[src/rtl/lsu_mem_ctrl_if.sv]
// Request/response handshake and data_mem port bundle for lsu_mem_ctrl.
// slave = controller view, master = execute-stage / memory side view.
interface lsu_mem_ctrl_if;
    logic        req_valid_in;
    logic        req_ready_out;
    logic        is_store_in;
    logic [2:0]  funct3_in;
    logic [31:0] addr_in;
    logic [31:0] wdata_in;
    logic        resp_valid_out;
    logic [31:0] rdata_out;
    logic        err_out;
    logic        mem_load_en_out;
    logic        mem_store_en_out;
    logic [31:0] mem_addr_out;
    logic [31:0] mem_store_data_out;
    logic [31:0] mem_data_in;

    modport slave (
        input  req_valid_in, is_store_in, funct3_in, addr_in, wdata_in, mem_data_in,
        output req_ready_out, resp_valid_out, rdata_out, err_out,
               mem_load_en_out, mem_store_en_out, mem_addr_out, mem_store_data_out
    );

    modport master (
        output req_valid_in, is_store_in, funct3_in, addr_in, wdata_in, mem_data_in,
        input  req_ready_out, resp_valid_out, rdata_out, err_out,
               mem_load_en_out, mem_store_en_out, mem_addr_out, mem_store_data_out
    );
endinterface

[src/rtl/lsu_mem_ctrl.sv]
// RV32I load/store controller in front of a word-wide data_mem; sub-word stores use read-modify-write.
// Latency from accept edge: LW/LB/LH 2, SW 1, SB/SH 3, error 1. Optional MISALIGN_TRAP_EN traps misaligned accesses.
// Backpressure: req_ready_out only in IDLE, one request in flight; a response cycle may accept the next request.
module lsu_mem_ctrl #(
    parameter int DEPTH_WORDS = 1024
) (
    input  logic          clk_in,
    input  logic          rst_n_in,
    lsu_mem_ctrl_if.slave bus
);

    typedef enum logic [2:0] {
        S_IDLE,
        S_RD,
        S_WAIT,
        S_WR,
        S_ERR
    } state_t;

    state_t      state;
    logic        is_store_q;
    logic [2:0]  funct3_q;
    logic [31:0] addr_q;
    logic [31:0] wdata_q;
    logic [31:0] wbuf;
    logic [31:0] rdata_q;
    logic        resp_valid_q;
    logic        err_q;
    logic        req_bad;
    logic        accept;

    // Word index is passed through unchecked; the depth only documents the attached RAM.
    logic unused_depth;
    assign unused_depth = (DEPTH_WORDS > 0);

    assign accept = bus.req_valid_in & bus.req_ready_out;

    always_comb begin
        req_bad = 1'b0;
        if (bus.is_store_in) begin
            req_bad = bus.funct3_in[2] | (bus.funct3_in[1:0] == 2'b11);
        end else begin
            req_bad = (bus.funct3_in == 3'b011) | (bus.funct3_in[2:1] == 2'b11);
        end
`ifdef MISALIGN_TRAP_EN
        if ((bus.funct3_in[1:0] == 2'b01) && bus.addr_in[0]) begin
            req_bad = 1'b1;
        end
        if ((bus.funct3_in[1:0] == 2'b10) && (bus.addr_in[1:0] != 2'b00)) begin
            req_bad = 1'b1;
        end
`endif
    end

    function automatic logic [31:0] load_extract(input logic [2:0]  f3,
                                                 input logic [1:0]  a,
                                                 input logic [31:0] w);
        logic [7:0]  b;
        logic [15:0] h;
        logic [31:0] r;
        case (a)
            2'd0:    b = w[7:0];
            2'd1:    b = w[15:8];
            2'd2:    b = w[23:16];
            default: b = w[31:24];
        endcase
        h = a[1] ? w[31:16] : w[15:0];
        case (f3)
            3'b000:  r = {{24{b[7]}}, b};
            3'b100:  r = {24'd0, b};
            3'b001:  r = {{16{h[15]}}, h};
            3'b101:  r = {16'd0, h};
            default: r = w;
        endcase
        return r;
    endfunction

    function automatic logic [31:0] store_merge(input logic [2:0]  f3,
                                                input logic [1:0]  a,
                                                input logic [31:0] old,
                                                input logic [31:0] wd);
        logic [31:0] m;
        m = old;
        if (f3[1:0] == 2'b00) begin
            case (a)
                2'd0:    m[7:0]   = wd[7:0];
                2'd1:    m[15:8]  = wd[7:0];
                2'd2:    m[23:16] = wd[7:0];
                default: m[31:24] = wd[7:0];
            endcase
        end else if (a[1]) begin
            m[31:16] = wd[15:0];
        end else begin
            m[15:0] = wd[15:0];
        end
        return m;
    endfunction

    always_ff @(posedge clk_in or negedge rst_n_in) begin
        if (!rst_n_in) begin
            state        <= S_IDLE;
            is_store_q   <= 1'b0;
            funct3_q     <= 3'd0;
            addr_q       <= 32'd0;
            wdata_q      <= 32'd0;
            wbuf         <= 32'd0;
            rdata_q      <= 32'd0;
            resp_valid_q <= 1'b0;
            err_q        <= 1'b0;
        end else begin
            resp_valid_q <= 1'b0;
            err_q        <= 1'b0;
            case (state)
                S_IDLE: begin
                    if (accept) begin
                        is_store_q <= bus.is_store_in;
                        funct3_q   <= bus.funct3_in;
                        addr_q     <= bus.addr_in;
                        wdata_q    <= bus.wdata_in;
                        if (req_bad) begin
                            state <= S_ERR;
                        end else if (bus.is_store_in && (bus.funct3_in[1:0] == 2'b10)) begin
                            state <= S_WR;
                        end else begin
                            state <= S_RD;
                        end
                    end
                end
                S_RD: begin
                    state <= S_WAIT;
                end
                S_WAIT: begin
                    // Sub-word stores pick up the old word here and finish in WR.
                    if (is_store_q) begin
                        wbuf  <= store_merge(funct3_q, addr_q[1:0], bus.mem_data_in, wdata_q);
                        state <= S_WR;
                    end else begin
                        rdata_q      <= load_extract(funct3_q, addr_q[1:0], bus.mem_data_in);
                        resp_valid_q <= 1'b1;
                        state        <= S_IDLE;
                    end
                end
                S_WR: begin
                    resp_valid_q <= 1'b1;
                    state        <= S_IDLE;
                end
                S_ERR: begin
                    resp_valid_q <= 1'b1;
                    err_q        <= 1'b1;
                    rdata_q      <= 32'd0;
                    state        <= S_IDLE;
                end
                default: begin
                    state <= S_IDLE;
                end
            endcase
        end
    end

    // Enables decode straight from state so an async reset kills a pending write at once.
    assign bus.req_ready_out      = (state == S_IDLE);
    assign bus.mem_load_en_out    = (state == S_RD);
    assign bus.mem_store_en_out   = (state == S_WR);
    assign bus.mem_addr_out       = {2'b00, addr_q[31:2]};
    assign bus.mem_store_data_out = (funct3_q[1:0] == 2'b10) ? wdata_q : wbuf;
    assign bus.resp_valid_out     = resp_valid_q;
    assign bus.err_out            = err_q;
    assign bus.rdata_out          = rdata_q;

endmodule

[src/flat_wrapper.sv]
// flat-port wrapper written by rule: the top's interface ports become plain ports
module lsu_mem_ctrl_flat 
#(
    parameter int DEPTH_WORDS = 1024
)
  (clk_in, rst_n_in, bus_req_valid_in, bus_is_store_in, bus_funct3_in, bus_addr_in, bus_wdata_in, bus_mem_data_in, bus_req_ready_out, bus_resp_valid_out, bus_rdata_out, bus_err_out, bus_mem_load_en_out, bus_mem_store_en_out, bus_mem_addr_out, bus_mem_store_data_out);
  lsu_mem_ctrl_if bus_i ();
  input  logic clk_in;
  input  logic rst_n_in;
  input wire logic [$bits(bus_i.req_valid_in)-1:0] bus_req_valid_in;
  input wire logic [$bits(bus_i.is_store_in)-1:0] bus_is_store_in;
  input wire logic [$bits(bus_i.funct3_in)-1:0] bus_funct3_in;
  input wire logic [$bits(bus_i.addr_in)-1:0] bus_addr_in;
  input wire logic [$bits(bus_i.wdata_in)-1:0] bus_wdata_in;
  input wire logic [$bits(bus_i.mem_data_in)-1:0] bus_mem_data_in;
  output wire logic [$bits(bus_i.req_ready_out)-1:0] bus_req_ready_out;
  output wire logic [$bits(bus_i.resp_valid_out)-1:0] bus_resp_valid_out;
  output wire logic [$bits(bus_i.rdata_out)-1:0] bus_rdata_out;
  output wire logic [$bits(bus_i.err_out)-1:0] bus_err_out;
  output wire logic [$bits(bus_i.mem_load_en_out)-1:0] bus_mem_load_en_out;
  output wire logic [$bits(bus_i.mem_store_en_out)-1:0] bus_mem_store_en_out;
  output wire logic [$bits(bus_i.mem_addr_out)-1:0] bus_mem_addr_out;
  output wire logic [$bits(bus_i.mem_store_data_out)-1:0] bus_mem_store_data_out;
  assign bus_i.req_valid_in = bus_req_valid_in;
  assign bus_i.is_store_in = bus_is_store_in;
  assign bus_i.funct3_in = bus_funct3_in;
  assign bus_i.addr_in = bus_addr_in;
  assign bus_i.wdata_in = bus_wdata_in;
  assign bus_i.mem_data_in = bus_mem_data_in;
  assign bus_req_ready_out = bus_i.req_ready_out;
  assign bus_resp_valid_out = bus_i.resp_valid_out;
  assign bus_rdata_out = bus_i.rdata_out;
  assign bus_err_out = bus_i.err_out;
  assign bus_mem_load_en_out = bus_i.mem_load_en_out;
  assign bus_mem_store_en_out = bus_i.mem_store_en_out;
  assign bus_mem_addr_out = bus_i.mem_addr_out;
  assign bus_mem_store_data_out = bus_i.mem_store_data_out;
  lsu_mem_ctrl #(.DEPTH_WORDS(DEPTH_WORDS)) u_core (.clk_in(clk_in), .rst_n_in(rst_n_in), .bus(bus_i));
endmodule
[config.mk]
export PLATFORM = sky130hd
export DESIGN_NAME = lsu_mem_ctrl_flat
export DESIGN_NICKNAME = d
export VERILOG_FILES = /design/src/rtl/lsu_mem_ctrl_if.sv /design/src/rtl/lsu_mem_ctrl.sv /design/src/flat_wrapper.sv
export SDC_FILE = /design/constraint.sdc
export NUM_CORES = 1
export LEC_CHECK = 0
export CAP_MARGIN = 25
export CORE_MARGIN = 2
export CORE_UTILIZATION = 51
export DETAILED_ROUTE_END_ITERATION = 10
export PLACE_DENSITY = 0.85
export SLEW_MARGIN = 20
export SYNTH_ARGS = -nofsm -noshare
export SYNTH_HDL_FRONTEND = slang
export SYNTH_SLANG_ARGS = --single-unit
[constraint.sdc]
create_clock -name clk_in -period 3.6 [get_ports clk_in]
set_clock_uncertainty 0.2 [all_clocks]
set_input_delay 1.08 -clock clk_in [delete_from_list [all_inputs] [get_ports clk_in]]
set_output_delay 1.08 -clock clk_in [all_outputs]
set_load 0.02 [all_outputs]
==> impl_metrics.env <==
export IMPL_start_util_pct=52.3
export IMPL_r2r_cells=4
export IMPL_leakage_nw=3.92
export IMPL_clockBufferDepth=2
export IMPL_layout_common_cells="clkdlybuf4s50_1, dfrtp_1, mux2_2"
export IMPL_nNetsFinal=827
export IMPL_antennaDiodeCount=0
export IMPL_fin_tns_setup_ns=0
export IMPL_cts_setup_buffers=0
export IMPL_wl_per_cell_um=20.2
export IMPL_synth_top_area_share_pct=51.7
export IMPL_grt_max_degree=65
export IMPL_critical_path_class="flop to output pin"
export IMPL_synth_cells=560
export IMPL_die_h_um=118
export IMPL_dieArea_um2=13900
export IMPL_tritoncts="built"
export IMPL_grt_pass1_vias=5232
export IMPL_insertion_delay_ns=0.42
export IMPL_ys_seq_area_share_pct=51.7
export IMPL_min_period_ns=3.49
export IMPL_ioPinCount=204
export IMPL_rsz0062_at_grt="false"
export IMPL_track_usage_pct=27.3
export IMPL_vias_per_cell=5.68
export IMPL_numCtsBuffers=17
export IMPL_yosys_register_bits=137
export IMPL_core_um2=12700
export IMPL_drc=0
export IMPL_status="finished, final reports clean"
export IMPL_area_growth_pct=38.9
export IMPL_final_max_slew_viol_count=0
export IMPL_netlist_area_um2=6630
export IMPL_finalHoldViolCount=0
export IMPL_grt_antenna_before_repair=0
export IMPL_drv_cap=0
export IMPL_max_slew_margin_rel_pct=43.1
export IMPL_cp_data_arrival_time_ns=2.21
export IMPL_synth_edf_count=0
export IMPL_syn_area_per_cell_um2=11.8
export IMPL_clockRootBuffer="clkbuf_16"
export IMPL_end_kind="output pin"
export IMPL_path_clk_slew_ns=0.05
export IMPL_pwr_density_cell_nw_per_um2=1000
export IMPL_drive_gt1_share_pct=22.0
export IMPL_grt_overflow_total=0
export IMPL_setup_viol=0
export IMPL_grt_pass1_wl_um=29400
export IMPL_period_share_pct=96.9
export IMPL_finalWirelength_um=18400
export IMPL_cts_sinks=137
export IMPL_synth_largest_area_cell="dfrtp_1"
export IMPL_synth_warnings=0
export IMPL_num_fill_cells=874
export IMPL_rows=41
export IMPL_synth_area_leaders="dfrtp_1, mux2_2, o21ai_0, mux2i_1, buf_4"
export IMPL_port_buffers=201
export IMPL_path_cells="inv_1 > nor2_4 > buf_12 > mux2_2 > clkdlybuf4s50_1"
export IMPL_die_w_um=118
export IMPL_worst_pin_slew_ns=0.853
export IMPL_cp_slowest_cell="clkdlybuf4s50_1"
export IMPL_crit_fanout=29
export IMPL_drtIter0Drc=498
export IMPL_ir_worst_vdd_v=0.000521
export IMPL_fmax_mhz=287
export IMPL_power_mw=9.25
export IMPL_required_ns=2.32
export IMPL_drtPass1Iterations=5
export IMPL_dp_hpwl_um=13700
export IMPL_cp_start_kind="flop"
export IMPL_critPathMaxStageDelay_ns=0.56
export IMPL_via_count=5167
export IMPL_hold_path_class="flop to flop"
export IMPL_gp_congestion=0.946
export IMPL_async_flop_share_pct=100
export IMPL_synthFlopType="dfrtp_1"
export IMPL_detail_route_antenna_nets=0
export IMPL_h_tree_depth=4
export IMPL_final_common_cell="clkdlybuf4s50_1"
export IMPL_holdPathStages=1
export IMPL_yosys_cell_types_count=46
==> where the power goes <==
group / switching [mW] / leakage [nW] / total [mW] / internal [mW]
logic: 2.25 / 1.93 / 4.55 / 2.30
registers: 0.605 / 1.68 / 2.89 / 2.28
clock network: 0.633 / 0.312 / 1.81 / 1.18
==> synthesized netlist by cell type (all sizes together) (8+ instances only) <==
library cell and instances:
mux2 100, o21ai 61, a221o 16, dfrtp 137, nor2b 8, nand2 46
o22ai 12, nor2 10, buf 52, o2bb2ai 12, a21oi 10, mux2i 28
clkbuf 18
==> routing by layer <==
layer	track usage (%)	vias to the layer above	wire [µm]
li1	-	2349	-
met5	0	-	0
met1	36.8	2526	7900
met2	43.0	258	8650
met4	9.94	0	376
met3	6.98	34	1430
==> metrics by stage <==
step / hold WS, ns / setup slack (ns) / area (µm²) / instances / util (%)
after floorplan: 0.246 / 0.825 / 6630 / 561 / -
after global placement: 0.264 / 0.575 / 8570 / 877 / 67.6
after detailed placement: 0.276 / 0.521 / 8570 / 877 / 67.6
after CTS: 0.289 / 0.0117 / 9200 / 909 / 72.6
after global routing: 0.316 / 0.0389 / 9200 / 909 / 72.6
final: 0.286 / 0.110 / 9200 / 909 / 72.6
==> timing repair <==
action                     CTS  global route
setup endpoints to repair    0            29
hold buffers                 0             0
gates resized for setup      0             1
==> cell families after synthesis <==
kind of cell           share of synthesized area [%]
flip-flops                                      51.7
buffers and inverters                           6.55
other                                         0.0566
AO/OA/AOI/OAI                                   12.7
multiplexers                                    21.2
AND/OR/NAND/NOR                                 7.72
==> worst max-delay path: cells and delay by family (launching register included) <==
family / cells / cell delay [ns]
buf+inv: 3 / 0.87
mux: 1 / 0.36
flops: 1 / 0.35
simple gates: 1 / 0.19
==> path summary, 6_finish.rpt <==
kind,start,endpoint,slack [ns]
worst max-delay path,u_core.funct3_q[1],bus_mem_store_data_out[18],0.11
worst max register to register,u_core.state[0],u_core.bus.rdata_out[9],1.21
worst min register to register,u_core.bus.rdata_out[7],u_core.bus.rdata_out[7],0.29
max in group asynchronous,rst_n_in,u_core.wdata_q[7],1.98
min in group asynchronous,rst_n_in,u_core.wdata_q[30],0.41
worst min-delay path,u_core.bus.rdata_out[7],u_core.bus.rdata_out[7],0.29
==> layout make-up <==
class | instances | area (µm²) | area share, %
clock buffer | 22 | 494 | 5.37
clock inverter | 10 | 139 | 1.51
inverter | 2 | 7.51 | 0.0816
multi-input combinational | 352 | 2780 | 30.2
sequential | 137 | 3430 | 37.2
tap | 172 | 215 | 2.34
timing repair buffer | 214 | 2140 | 23.2
==> sequential cells by signal, summed over array words and instances, names as in the netlist <==
register / cells
u_core.bus.err_out: 1
u_core.bus.rdata_out: 32
u_core.funct3_q: 3
u_core.state: 3
u_core.bus.resp_valid_out: 1
u_core.wbuf: 32
u_core.is_store_q: 1
u_core.addr_q: 32
u_core.wdata_q: 32
No activity file was read; power rests on OpenSTA's default activity.
